$ cat src/rtl/i2s_pcm1702_framer.sv
// i2s_pcm1702_framer: frame-locked I2S receiver driving two PCM1702 DACs with a shared latch enable
module i2s_pcm1702_framer #(
    parameter int SLOT_BITS   = 32,
    parameter int WORD_BITS   = 24,
    parameter int OUT_BITS    = 20,
    parameter int LOCK_FRAMES = 4
) (
    input  logic BCK,
    input  logic RSTN,
    input  logic LRCK,
    input  logic DATAIN,
    input  logic MUTE,
    output logic CLKOUT,
    output logic DATAOUTL,
    output logic DATAOUTR,
    output logic LEOUT,
    output logic LOCKED,
    output logic LED1
);
    localparam int FW = $clog2(2 * SLOT_BITS);
    localparam int GW = LOCK_FRAMES > 1 ? $clog2(LOCK_FRAMES) : 1;
    localparam logic [FW-1:0] F_LAST  = FW'(2 * SLOT_BITS - 1);
    localparam logic [FW-1:0] R_EDGE  = FW'(SLOT_BITS - 1);
    localparam logic [FW-1:0] R_BASE  = FW'(SLOT_BITS);
    localparam logic [FW-1:0] W_START = FW'(SLOT_BITS - OUT_BITS);
    localparam logic [FW-1:0] W_LEN   = FW'(WORD_BITS);
    localparam logic [GW-1:0] G_LAST  = GW'(LOCK_FRAMES - 1);

    typedef enum logic [1:0] {S_SEARCH, S_ACQUIRE, S_LOCKED} state_t;

    state_t               state, state_n;
    logic [FW-1:0]        fcnt, fcnt_n, w_off;
    logic [GW-1:0]        good_cnt, good_cnt_n;
    logic [WORD_BITS-1:0] cap_l, cap_r;
    logic [OUT_BITS-1:0]  hold_l, hold_r, hold_l_n, hold_r_n, sh_l, sh_r;
    logic                 lrck_q, fall, rise, last, track, err, good_fall, commit;
    logic                 win, cap_left, cap_right;

    assign CLKOUT = BCK;
    assign LED1   = ~LOCKED;

    always_comb begin
        fall       = lrck_q & ~LRCK;
        rise       = ~lrck_q & LRCK;
        last       = fcnt == F_LAST;
        track      = state != S_SEARCH;
        err        = track && ((rise && fcnt != R_EDGE) || (fall != last));
        good_fall  = track && fall && last;
        fcnt_n     = (last || (fall && !track)) ? '0 : fcnt + FW'(1);
        state_n    = state;
        good_cnt_n = good_cnt;
        if (!track && fall) begin
            state_n    = S_ACQUIRE;
            good_cnt_n = '0;
        end else if (err) begin
            state_n = S_SEARCH;
        end else if (good_fall && state == S_ACQUIRE) begin
            if (good_cnt == G_LAST) state_n = S_LOCKED;
            else good_cnt_n = good_cnt + GW'(1);
        end
        // Words are only published once locked; acquiring frames commit silence
        commit    = state == S_LOCKED && !MUTE;
        hold_l_n  = err ? '0 : good_fall ? (commit ? cap_l[WORD_BITS-1 -: OUT_BITS] : '0) : hold_l;
        hold_r_n  = err ? '0 : good_fall ? (commit ? cap_r[WORD_BITS-1 -: OUT_BITS] : '0) : hold_r;
        // Outputs are registered, so they are aligned to the upcoming count value
        win       = fcnt_n >= W_START && fcnt_n < R_BASE;
        w_off     = fcnt_n - W_START;
        sh_l      = hold_l_n << w_off;
        sh_r      = hold_r_n << w_off;
        cap_left  = fcnt < W_LEN;
        cap_right = fcnt >= R_BASE && (fcnt - R_BASE) < W_LEN;
    end

    always_ff @(posedge BCK) begin
        lrck_q <= LRCK;
        if (!RSTN) begin
            state    <= S_SEARCH;
            fcnt     <= '0;
            good_cnt <= '0;
            cap_l    <= '0;
            cap_r    <= '0;
            hold_l   <= '0;
            hold_r   <= '0;
            DATAOUTL <= 1'b0;
            DATAOUTR <= 1'b0;
            LEOUT    <= 1'b1;
            LOCKED   <= 1'b0;
        end else begin
            state    <= state_n;
            fcnt     <= fcnt_n;
            good_cnt <= good_cnt_n;
            hold_l   <= hold_l_n;
            hold_r   <= hold_r_n;
            if (cap_left) cap_l <= {cap_l[WORD_BITS-2:0], DATAIN};
            if (cap_right) cap_r <= {cap_r[WORD_BITS-2:0], DATAIN};
            DATAOUTL <= win & sh_l[OUT_BITS-1];
            DATAOUTR <= win & sh_r[OUT_BITS-1];
            LEOUT    <= ~win;
            LOCKED   <= state_n == S_LOCKED;
        end
    end
endmodule

$ cat config.mk
export PLATFORM = sky130hd
export DESIGN_NAME = i2s_pcm1702_framer
export DESIGN_NICKNAME = d
export VERILOG_FILES = /design/src/rtl/i2s_pcm1702_framer.sv
export SDC_FILE = /design/constraint.sdc
export NUM_CORES = 1
export LEC_CHECK = 0
export BUFFER_PORTS_ARGS = -buffer_cell sky130_fd_sc_hd__buf_2
export CORE_AREA = 5 5 122 124
export CTS_CLUSTER_SIZE = 28
export DETAILED_ROUTE_END_ITERATION = 8
export DIE_AREA = 0 0 127 129
export SYNTH_ARGS = -nofsm -noshare
export SYNTH_HDL_FRONTEND = slang
export SYNTH_SLANG_ARGS = --single-unit
$ cat constraint.sdc
create_clock -name BCK -period 3.09 [get_ports BCK]
set_input_delay 0.4635 -clock BCK [delete_from_list [all_inputs] [get_ports BCK]]
set_output_delay 0.4635 -clock BCK [all_outputs]
set_load 0.05 [all_outputs]
# After elaboration in Yosys (flattened, before gate mapping)
# Cells that the tools add are included.
# op_classes
n_addsub,4
order_cmp,5
n_eq_ne,7
n_shift,2
n_mux,11
bitwise_logic,11
reduce_logical,16
# ops
cell,n
$mux W20,6
$shl A20 B6 Y20,2
$lt A6 B5 Y1 const B,2
$logic_and A1 B1 Y1,9
$mux W2,4
$not A1 Y1,7
$add A6 B1 Y6 const B,1
$eq A2 B2 Y1 const B,3
$eq A6 B6 Y1 const B,1
$ge A6 B4 Y1 const B,1
$ge A6 B6 Y1 const B,1
$lt A6 B6 Y1 const B,1
$mux W6,1
$ne A6 B5 Y1 const B,1
$sub A6 B4 Y6 const B,1
$sub A6 B6 Y6 const B,1
$and A1 B1 Y1,4
$reduce_and A3 Y1,1
$add A2 B1 Y2 const B,1
$eq A2 B1 Y1 const B,1
$logic_not A1 Y1,2
$logic_or A1 B1 Y1,2
$reduce_bool A2 Y1,1
$reduce_or A2 Y1,1
$ne A1 B1 Y1,1
# word_totals
ff_bits,103
inputBits,5
out_inout_bits,6
word_cells,68

# Depth between registers and ports, before layout
# Gate-level depths: netlist of the first run.
# depth
word_depth,9
depth_mapped,11
ltp_nobuf,10

==> results of run 1 <==
[per-layer routing]
layer,GRT usage (%),vias to the layer above
li1,-,1971
met1,18.46,1870
met2,22.60,75
met3,2.989,25
met4,9.653,0
met5,0,-
[placed cells by master (no fill, tap or decap), drive strengths merged, types with 4 or more instances in the layout]
| cell | netlist | routed |
|---|---|---|
| nand2 | 133 | 133 |
| dfxtp | 103 | 103 |
| a21boi | 49 | 49 |
| a21oi | 34 | 34 |
| buf | 17 | 28 |
| nand3 | 27 | 27 |
| nor2 | 26 | 26 |
| and2 | 16 | 16 |
| clkbuf | 22 | 15 |
| nor2b | 11 | 11 |
| a22oi | 11 | 11 |
| o21ai | 9 | 9 |
| inv | 8 | 9 |
| mux2i | 8 | 8 |
| a221oi | 7 | 7 |
| nor3 | 7 | 7 |
| a211oi | 5 | 5 |
| xor2 | 4 | 4 |
| o221ai | 4 | 4 |
| or3 | 4 | 4 |
| or2 | 4 | 4 |
| nor4 | 4 | 4 |
[layout make-up]
| type | instances | area [sq um] |
|---|---|---|
| Sequential cell | 103 | 2062 |
| Timing Repair Buffer | 27 | 192.7 |
| Multi-Input combinational cell | 411 | 2436 |
| Tap cell | 180 | 225.2 |
| Clock inverter | 4 | 52.55 |
| Inverter | 8 | 30.03 |
| Fill cell | 1404 | 8330 |
| Clock buffer | 16 | 336.6 |
[worst paths after layout]
check	start	slack, ps	to	cells past startpoint
setup / recovery	fcnt[1]	370	DATAOUTR	9
hold / removal	LRCK	230	lrck_q	1
setup reg to reg	fcnt[1]	370	DATAOUTR	9
hold reg to reg	hold_r[4]	450	hold_r[4]	2
[sequential cells by signal, indices dropped and copies added (netlist names)]
| signal | cells |
|---|---|
| cap_r | 24 |
| LEOUT | 1 |
| lrck_q | 1 |
| fcnt | 6 |
| cap_l | 24 |
| LOCKED | 1 |
| state | 2 |
| hold_r | 20 |
| DATAOUTR | 1 |
| hold_l | 20 |
| DATAOUTL | 1 |
| good_cnt | 2 |
[power by group]
| part | switching, mW | leakage, nW | total (mW) | internal, mW |
|---|---|---|---|---|
| combinational | 0.112 | 0.790 | 0.178 | 0.0668 |
| sequential | 0.00788 | 0.831 | 1.34 | 1.33 |
| clock | 0.565 | 0.194 | 1.41 | 0.849 |
[per-stage QoR]
stage          util (%)  std cells  worst slack [ps]  power [mW]
3_3_place_gp      36.23        730             387.1       1.609
5_1_grt           39.04        749             92.05       3.047
6_report          39.04        749             370.7       2.934
4_1_cts           39.04        749             366.1       2.970
3_5_place_dp      36.23        730             395.8       1.611
2_1_floorplan         -        561             667.7       1.565
[cell families (layout without fill, tap and decap cells)]
family	after synthesis	count (layout)	share of synthesized area, %
buffers and inverters	47	55	4.430
DFF	103	103	43.98
muxes	11	11	2.749
xor gates and xnor gates	5	5	0.9340
and+or+nand+nor	250	250	25.91
AOI/OAI and AO/OA	142	142	21.19
adders and majority gates	3	3	0.8007
==> metrics.md, run 1 <==
| Metric | Value |
|---|---|
| Outcome | completed |
| Wirelength per Cell | 14.90 um |
| Starting Density | 34.31% |
| Final hold vios | 0 |
| Cts hold-fix bufs | 0 |
| Crit-path leading delay family | simple AND/OR/NAND/NOR gates |
| Setup Skew | 9.540 ps |
| Setup Viol. Count Final | 0 |
| Worst Tran Pin Value | 811.7 ps |
| FP Rows | 43 |
| CP Class | reg2reg |
| Number of DRC markers in iteration 0 | 222 |
| Design Area, Final | 5335 sq um |
| Number of synthesized flops with an enable pin | 0 |
| Die width | approximately 130 um |
| Number of synthesized register bits | 103 |
| Lkg Pwr | 1.815 nW |
| Hold slack | 230.0 ps |
| Placed cell area | 4951 sq um |
| Fin. max-slew vios | 0 |
| Placed wire-length estimate | roughly 7400 um |
| Clock period minus worst slack | 2719 ps |
| First-pass GRT wire length | 19050 um |
| PwrDens | 549.8 nW/um^2 |
| Antenna violations before repair | 0 |
| Vias in the first global route | 3758 |
| Crit end category | flop |
| CTS tree | yes |
| Sequential area share after synthesis | between 40% and 50% |
| Layout area overhead | 13.80% |
| CP peak stage delay | 530 ps |
| Share of layout cells above drive strength 1 | roughly 11% |
| Placeable core area | 13670 sq um |
| Dominant synthesized flop cell | dfxtp_1 |
| Maxcap violations | 0 |
| Tot GR Track Use | 14.61% |
| Post-cts resize count | 0 |
| Critical path's slowest cell | or3_1 |
| Grt ovf | 0 |
| FMAX | approximately 0.37 GHz |
| RSZ-0062 raised after global routing | false |
| Num ports | 11 |
| Syn Nets | 569 |
| Cell variety after synth | 67 |
| Synth Cell Area | 4688 sq um |
| Clock transition at path regs | 60 ps |
| Fin Setup TNS | 0 ps |
| WL met2 | 5118 um |
| Post-CTS Setup Inserts | 0 |
| Startpoint types | flop |
| Mean Syn Cell Area | 8.357 sq um |
| Pin count of the biggest net entering global routing | 66 |
| Crit-path cells | ha_1 -> nand4_4 -> or3_1 -> buf_4 -> a22oi_1 -> and2_1 -> a2111oi_0 -> nor4_1 -> nor4_2 |
| Yosys Warn Count | 0 |
| GPL Wtd Cong | 0.9004 |
| Highest metal used | met4 |
| Detailed-route wire length | 11160 um |
| DRT met1 WL | 5190 um |
| Routed vias/inst | 5.262 |
| Die Footprint | 16380 sq um |
| Die Y | 129 um |
| Tcrit/Tclk final | 88.00% |
| First drt pass iteration count | 7 |
| Largest cells by area after synthesis | dfxtp_1 (44%), nand2_1 (11%), a21boi_0 (7.8%) |
| Final net count | between 500 and 600 |
| Post-synth ARST share | 0% |
| Antenna fix cells | 0 |
| DRC Markers | 0 |
| Clock Latency Late Sink | 460 ps |
| Via count | 3941 |
| Post-synth top cells | nand2_1 (132), dfxtp_1 (103), a21boi_0 (49) |
| Critical Path RT | around 3400 ps |
| Arrival time at the worst endpoint | 3050 ps |
| Most frequent cell after synthesis | nand2_1 |
| Number of port buffers | 10 |
| Crit path buffers/inverters | 1 |
| Area fraction of the dominant cell type after synthesis | between 40% and 50% |
| Slew margin rel. | 45.75% |
| Post-DRT Antenna Nets | 0 |
| Worst min-delay path class | in2reg |
| Crit-path max FO | 17 |
| Met3 wire len | 484 um |
| Worst VDD drop | 0.3047 mV |
| Cell count after synthesis | ~560 |
| Area leader, netlist | dfxtp_1 |
No activity file was read; power rests on OpenSTA's default activity.
==> inputs of run 2 (changes only) <==
- CORE_AREA: 5 5 122 124 -> 2 2 119 121
- DIE_AREA: 0 0 127 129 -> 0 0 121 123
- GPL_TIMING_DRIVEN: default -> 0
==> run 2 against run 1 <==
Final cell count grew 2.8%. Largest cell class unchanged. Sequential cell count is the same. Global-route usage grew 3.2 points.
==> metrics.md, run 2 (synthesized netlist as in run 1, its figures left out) <==
| Metric | Value |
|---|---|
| Num ports | 11 |
| Final hold vios | 0 |
| Setup Skew | 7.411 ps |
| CP peak stage delay | 620 ps |
| Die Y | 123 um |
| Most frequent cells in the layout | nand2_1 (132), dfxtp_1 (103), a21boi_0 (49), a21oi_1 (34), nand3_1 (27) |
| Starting Density | between 30% and 40% |
| Post-CTS Setup Inserts | 0 |
| Final non-filler cell total | 770 |
| Final net count | between 500 and 600 |
| Slew margin rel. | around 45% |
| Fin. max-slew vios | 0 |
| Antenna fix cells | 0 |
| Lkg Pwr | 1.831 nW |
| Placed wire-length estimate | 9037 um |
| Wirelength per Cell | 16.30 um |
| Worst VDD drop | ~0.35 mV |
| Detailed-route wire length | 12550 um |
| Outcome | completed |
| Cts hold-fix bufs | 0 |
| First drt pass iteration count | 5 |
| FMAX | 0.3428 GHz |
| Arrival time at the worst endpoint | 3280 ps |
| Crit-path max FO | 10 |
| PwrDens | 564.7 nW/um^2 |
| Critical path's slowest cell | nor3_4 |
| Antenna violations before repair | 0 |
| Worst min-delay path class | in2reg |
| GPL Wtd Cong | 0.9148 |
| Maxcap violations | 0 |
| RSZ-0062 raised after global routing | false |
| Number of port buffers | 10 |
| Setup Viol. Count Final | 0 |
| Pin count of the biggest net entering global routing | 17 |
| Clock transition at path regs | 70 ps |
| Largest regs | cap_l: 24 flops, cap_r: 24 flops |
| Crit path buffers/inverters | 1 |
| Vias in the first global route | 3818 |
| Placeable core area | approximately 14000 sq um |
| FP Rows | 43 |
| Share of layout cells above drive strength 1 | between 10% and 20% |
| Crit end category | flop |
| Power Total | approximately 3.0 mW |
| Critical Path RT | roughly 3500 ps |
| Layout area overhead | 14.79% |
| Number of DRC markers in iteration 0 | approximately 340 |
| Worst Tran Pin Value | between 800 and 900 ps |
| Tot GR Track Use | 17.82% |
| Placed cell count | roughly 750 |
| Layout Utilization | ~40% |
| CP Class | reg2reg |
| Dpl ws | 25.50 ps |
| Post-DRT Antenna Nets | 0 |
| Routed vias/inst | between 5 and 6 |
| DRC Markers | 0 |
| Tcrit/Tclk final | between 90 and 100% |
| Final critical-path setup slack | 173.2 ps |
| Clock period minus worst slack | 2917 ps |
| CTS tree | yes |
| Grt ovf | 0 |
| Clock Latency Late Sink | 460 ps |
| Die Footprint | 14880 sq um |
| Most common cell after layout, fill and taps aside | nand2_1 |
| Via count | 4037 |
| Post-cts resize count | 0 |
| Startpoint types | flop |
| Crit-path cells | ha_1 -> nand4_4 -> nor3_4 -> buf_6 -> nand3_1 -> a2111oi_0 -> nor4_1 -> nor4_2 |
| Die width | 121 um |
| First-pass GRT wire length | 20060 um |
| Crit-path leading delay family | simple AND/OR/NAND/NOR gates |
run 2: changes by cell type in the layout (fill, tap and decap cells not counted), moves of 2 or more:
cell,previous run,this run
clkbuf_1,1,23
buf_4,17,2
buf_2,10,23
a21oi_1,32,34
a21oi_2,2,0
run 2: metrics by stage:
| stage | setup TNS [ps] | area (sq um) | hold WS [ps] |
|---|---|---|---|
| 2_1_floorplan | 0 | 4688 | 427.2 |
| 3_3_place_gp | -1275 | 4964 | 436.2 |
| 3_5_place_dp | 0 | 4969 | 445.6 |
| 4_1_cts | 0 | 5368 | 204.9 |
| 5_1_grt | 0 | 5381 | 234.4 |
| 6_report | 0 | 5381 | 233.4 |
run 2: final cells by class:
class                   count  area, sq um
fillers                  1369         8230
clock buffers              15        322.8
flip-flops and latches    103         2062
clock inverters             5        81.33
inverters                   8        30.03
plain buffers              39        177.7
well taps                 180        225.2
repair buffers              9        45.04
multi-input cells         411         2437
run 2: path summary, 6_finish.rpt:
kind         startpoint  slack, ps    endpoint  cells past startpoint
max reg2reg     fcnt[1]        170    DATAOUTR                      8
min                LRCK        230      lrck_q                      1
max             fcnt[1]        170    DATAOUTR                      8
min reg2reg  hold_l[16]        460  hold_l[16]                      2
run 2: where the power goes:
| part | total, mW | switching, mW | internal [mW] |
|---|---|---|---|
| Combinational | 0.188 | 0.123 | 0.0655 |
| Clock | 1.51 | 0.590 | 0.922 |
| Sequential | 1.34 | 0.00508 | 1.33 |
run 2: metal layers:
| metal | global-route usage, % | wire, um | vias up |
|---|---|---|---|
| met1 | 22.56 | 5689 | 1911 |
| met2 | 29.14 | 5910 | 108 |
| met4 | 8.140 | 275 | 0 |
| li1 | - | - | 2002 |
| met5 | 0 | 0 | - |
| met3 | 3.828 | 674 | 16 |
==> inputs of run 3 (changes only) <==
- ABC_AREA: default -> 1
- CORE_AREA: 2 2 119 121 -> 2 2 121 123
- DIE_AREA: 0 0 121 123 -> 0 0 123 125
- SLEW_MARGIN: default -> 10
==> run 3 against run 2 <==
Synthesized cell count grew 26%. Combinational power is essentially flat. Count of clock-buffer cells in the layout shrank 1. Routed wire length shrank 1.2%. Clock skew grew 1.8 ps. Area after synthesis grew 2.5%. Critical path depth shrank 4. Design area grew 1.1%. Clock power shrank 9.9%. Final cell count grew 19%. Critical endpoint is now CLKOUT. Highest routed layer unchanged.
==> metrics.md, run 3 <==
| Metric | Value |
|---|---|
| Number of synthesized flops with an enable pin | 0 |
| Pint | approximately 2.1 mW |
| Starting Density | 33.82% |
| Largest cells by area after synthesis | dfxtp_1 (43%), nand2_1 (11%), nand3_1 (9.4%) |
| Final non-filler cell total | about 920 |
| Cell count after synthesis | 706 |
| GPL Wtd Cong | 0.8789 |
| Die Footprint | roughly 15000 sq um |
| Grt ovf | 0 |
| Crit-path cells | clkbuf_16 -> clkbuf_16 -> buf_4 -> buf_2 |
| Final hold vios | 0 |
| Multi-input gate area | 2251 sq um |
| RSZ-0062 raised after global routing | false |
| Clock transition at path regs | 60 ps |
| Most used cell, CP | clkbuf_16 |
| Most common cell after layout, fill and taps aside | nand2_1 |
| Mean Syn Cell Area | 6.804 sq um |
| Setup Viol. Count Final | 0 |
| Synth Cell Area | between 4000 and 5000 sq um |
| Syn Nets | 714 |
| Post-CTS Setup Inserts | 0 |
| FP Rows | between 40 and 50 |
| Crit path buffers/inverters | 4 |
| PwrDens | between 500 and 600 nW/um^2 |
| Wirelength per Cell | 13.49 um |
| Critical Path RT | 2630 ps |
| Placed cell count | 900 |
| Cts hold-fix bufs | 0 |
| Routed vias/inst | ~4.8 |
| Slew margin rel. | 60.61% |
| FILL cells | 1538 |
| Clock Latency Late Sink | 460 ps |
| Area leader, netlist | dfxtp_1 |
| Tot GR Track Use | 17.22% |
| Clock share of power | a little under half |
| Post-synth ARST share | 0% |
| Pin count of the biggest net entering global routing | 19 |
| Crit end category | output pin |
| Fin Setup TNS | 0 ps |
| Fin. max-slew vios | 0 |
| Comb pwr share | 6.6% |
| Vias in the first global route | 4081 |
| Final net count | between 700 and 800 |
| Number of port buffers | 10 |
| Number of DRC markers in iteration 0 | around 350 |
| Final critical-path setup slack | 521.2 ps |
| Dominant synthesized flop cell | dfxtp_1 |
| Cell variety after synth | 35 |
| Lkg Pwr | about 2.3 nW |
| Worst Hold Depth | 1 |
| Die Y | ~130 um |
| Critical path depth | 4 |
| Sw Ratio | about a quarter |
| First-pass GRT wire length | 20530 um |
| Startpoint types | clock port |
| Crit-path max FO | 2 |
| Via count | 4431 |
| Layout area overhead | 13.23% |
| Detailed-route wire length | 12400 um |
| Register share of total power | a little under half |
| Number of synthesized register bits | between 100 and 150 |
| Critical path's slowest cell | buf_2 |
| Arrival time at the worst endpoint | 2110 ps |
| Area fraction of the dominant cell type after synthesis | 42.93% |
| Largest regs | cap_l: 24 flops, cap_r: 24 flops |
| Post-DRT Antenna Nets | 0 |
| Antenna fix cells | 0 |
| Crit-path leading delay family | buffers and inverters |
| CP peak stage delay | 200 ps |
| CTS tree | yes |
| Post-cts resize count | 0 |
| Outcome | completed |
| Yosys Warn Count | 0 |
| Num ports | 11 |
| Worst r2r path cells | 13 |
| Placeable core area | around 14000 sq um |
| Setup Skew | 9.248 ps |
| CP Class | clk2out |
| Antenna violations before repair | 0 |
| Worst min-delay path class | in2reg |
| Worst Tran Pin Value | 588.7 ps |
| Placed wire-length estimate | ~9000 um |
| Most frequent cell after synthesis | nand2_1 |
| Most frequent cells in the layout | nand2_1 (136), nor2_1 (113), dfxtp_1 (103), nand3_1 (90), inv_1 (60) |
| Maxcap violations | 0 |
| Worst VDD drop | 0.6667 mV |
| Sequential area share after synthesis | 42.93% |
| Switching pwr | around 0.76 mW |
| Post-synth top cells | nand2_1 (136), nor2_1 (113), dfxtp_1 (103) |
| Share of layout cells above drive strength 1 | 9.524% |
| Layout Utilization | 38.29% |
| DRC Markers | 0 |
| Sequential cell area | 2062 sq um |
| First drt pass iteration count | 5 |
| Die width | 123 um |
| Dpl ws | ~570 ps |
run 3: cell count changes in the layout (fill, tap and decap cells not counted), sizes merged, moves of 11 or more:
cell / delta
a21boi: -49
a22oi: -11
and2: -16
inv: +61
nand3: +64
nand4: +13
nor2: +91
nor2b: -11
nor3: +11
o21ai: +52
run 3: layout make-up:
class                           count  share of cell area, %
Buffer                             44                  3.911
Timing Repair Buffer                9                 0.8282
Multi-Input combinational cell    485                  41.38
Clock buffer                       14                  5.682
Inverter                           74                  5.107
Tap cell                          184                  4.233
Clock inverter                      6                 0.9432
Sequential cell                   103                  37.91
run 3: final timing paths:
kind                            slack [ps]  startpoint       end
worst max register to register         560     fcnt[0]  DATAOUTR
worst min register to register         470    cap_r[7]  cap_r[8]
worst min-delay path                   140        LRCK    lrck_q
worst max-delay path                   520         BCK    CLKOUT
run 3: power by group through the flow:
| stage | sequential (mW) | combinational, mW | clock (mW) |
|---|---|---|---|
| final | 1.34 | 0.191 | 1.36 |
| after detailed placement | 1.37 | 0.188 | 0.0791 |
| after floorplan | 1.37 | 0.139 | 0.0698 |
| after CTS | 1.34 | 0.189 | 1.39 |
| after global placement | 1.37 | 0.188 | 0.0791 |
| after global routing | 1.34 | 0.212 | 1.46 |
run 3: kinds of logic (layout without fill, tap and decap cells):
group,count (synthesis),count (layout),synth area share (%)
AND/OR/NAND/NOR,391,391,36.16
flip-flops,103,103,42.93
XOR/XNOR,2,2,0.3647
buffers and inverters,118,147,10.21
AO/OA/AOI/OAI,89,89,9.560
adder cells (fa/ha/maj),3,3,0.7815
run 3: per-layer routing:
metal	global-route usage, %	part of all wire, %	up-vias	wire length [um]
met2	27.23	47	75	5806
met4	6.684	1.4	0	179
met3	3.057	3.8	11	468
met1	23.25	48	2020	5943
met5	0	0	-	0
li1	-	-	2325	-
run 3: worst reg2reg max path, cell delays in order (launching register included):
cell	delay, ps
dfxtp_1	510
ha_1	270
nand2_2	110
inv_1	110
nor2_1	50
nand2_1	180
inv_1	150
ha_1	360
nor2_1	290
nand2_1	90
nand2_1	100
clkinv_1	70
nand2_1	60
a21oi_1	60
run 3: through the flow:
step | hold slack, ps | area (sq um) | total power, mW
after global placement | 460.7 | 5084 | 1.638
final | 135.3 | 5439 | 2.895
after CTS | 127.9 | 5439 | 2.918
after floorplan | 435.9 | 4803 | 1.577
after detailed placement | 457.4 | 5084 | 1.638
after global routing | 127.6 | 5439 | 3.013
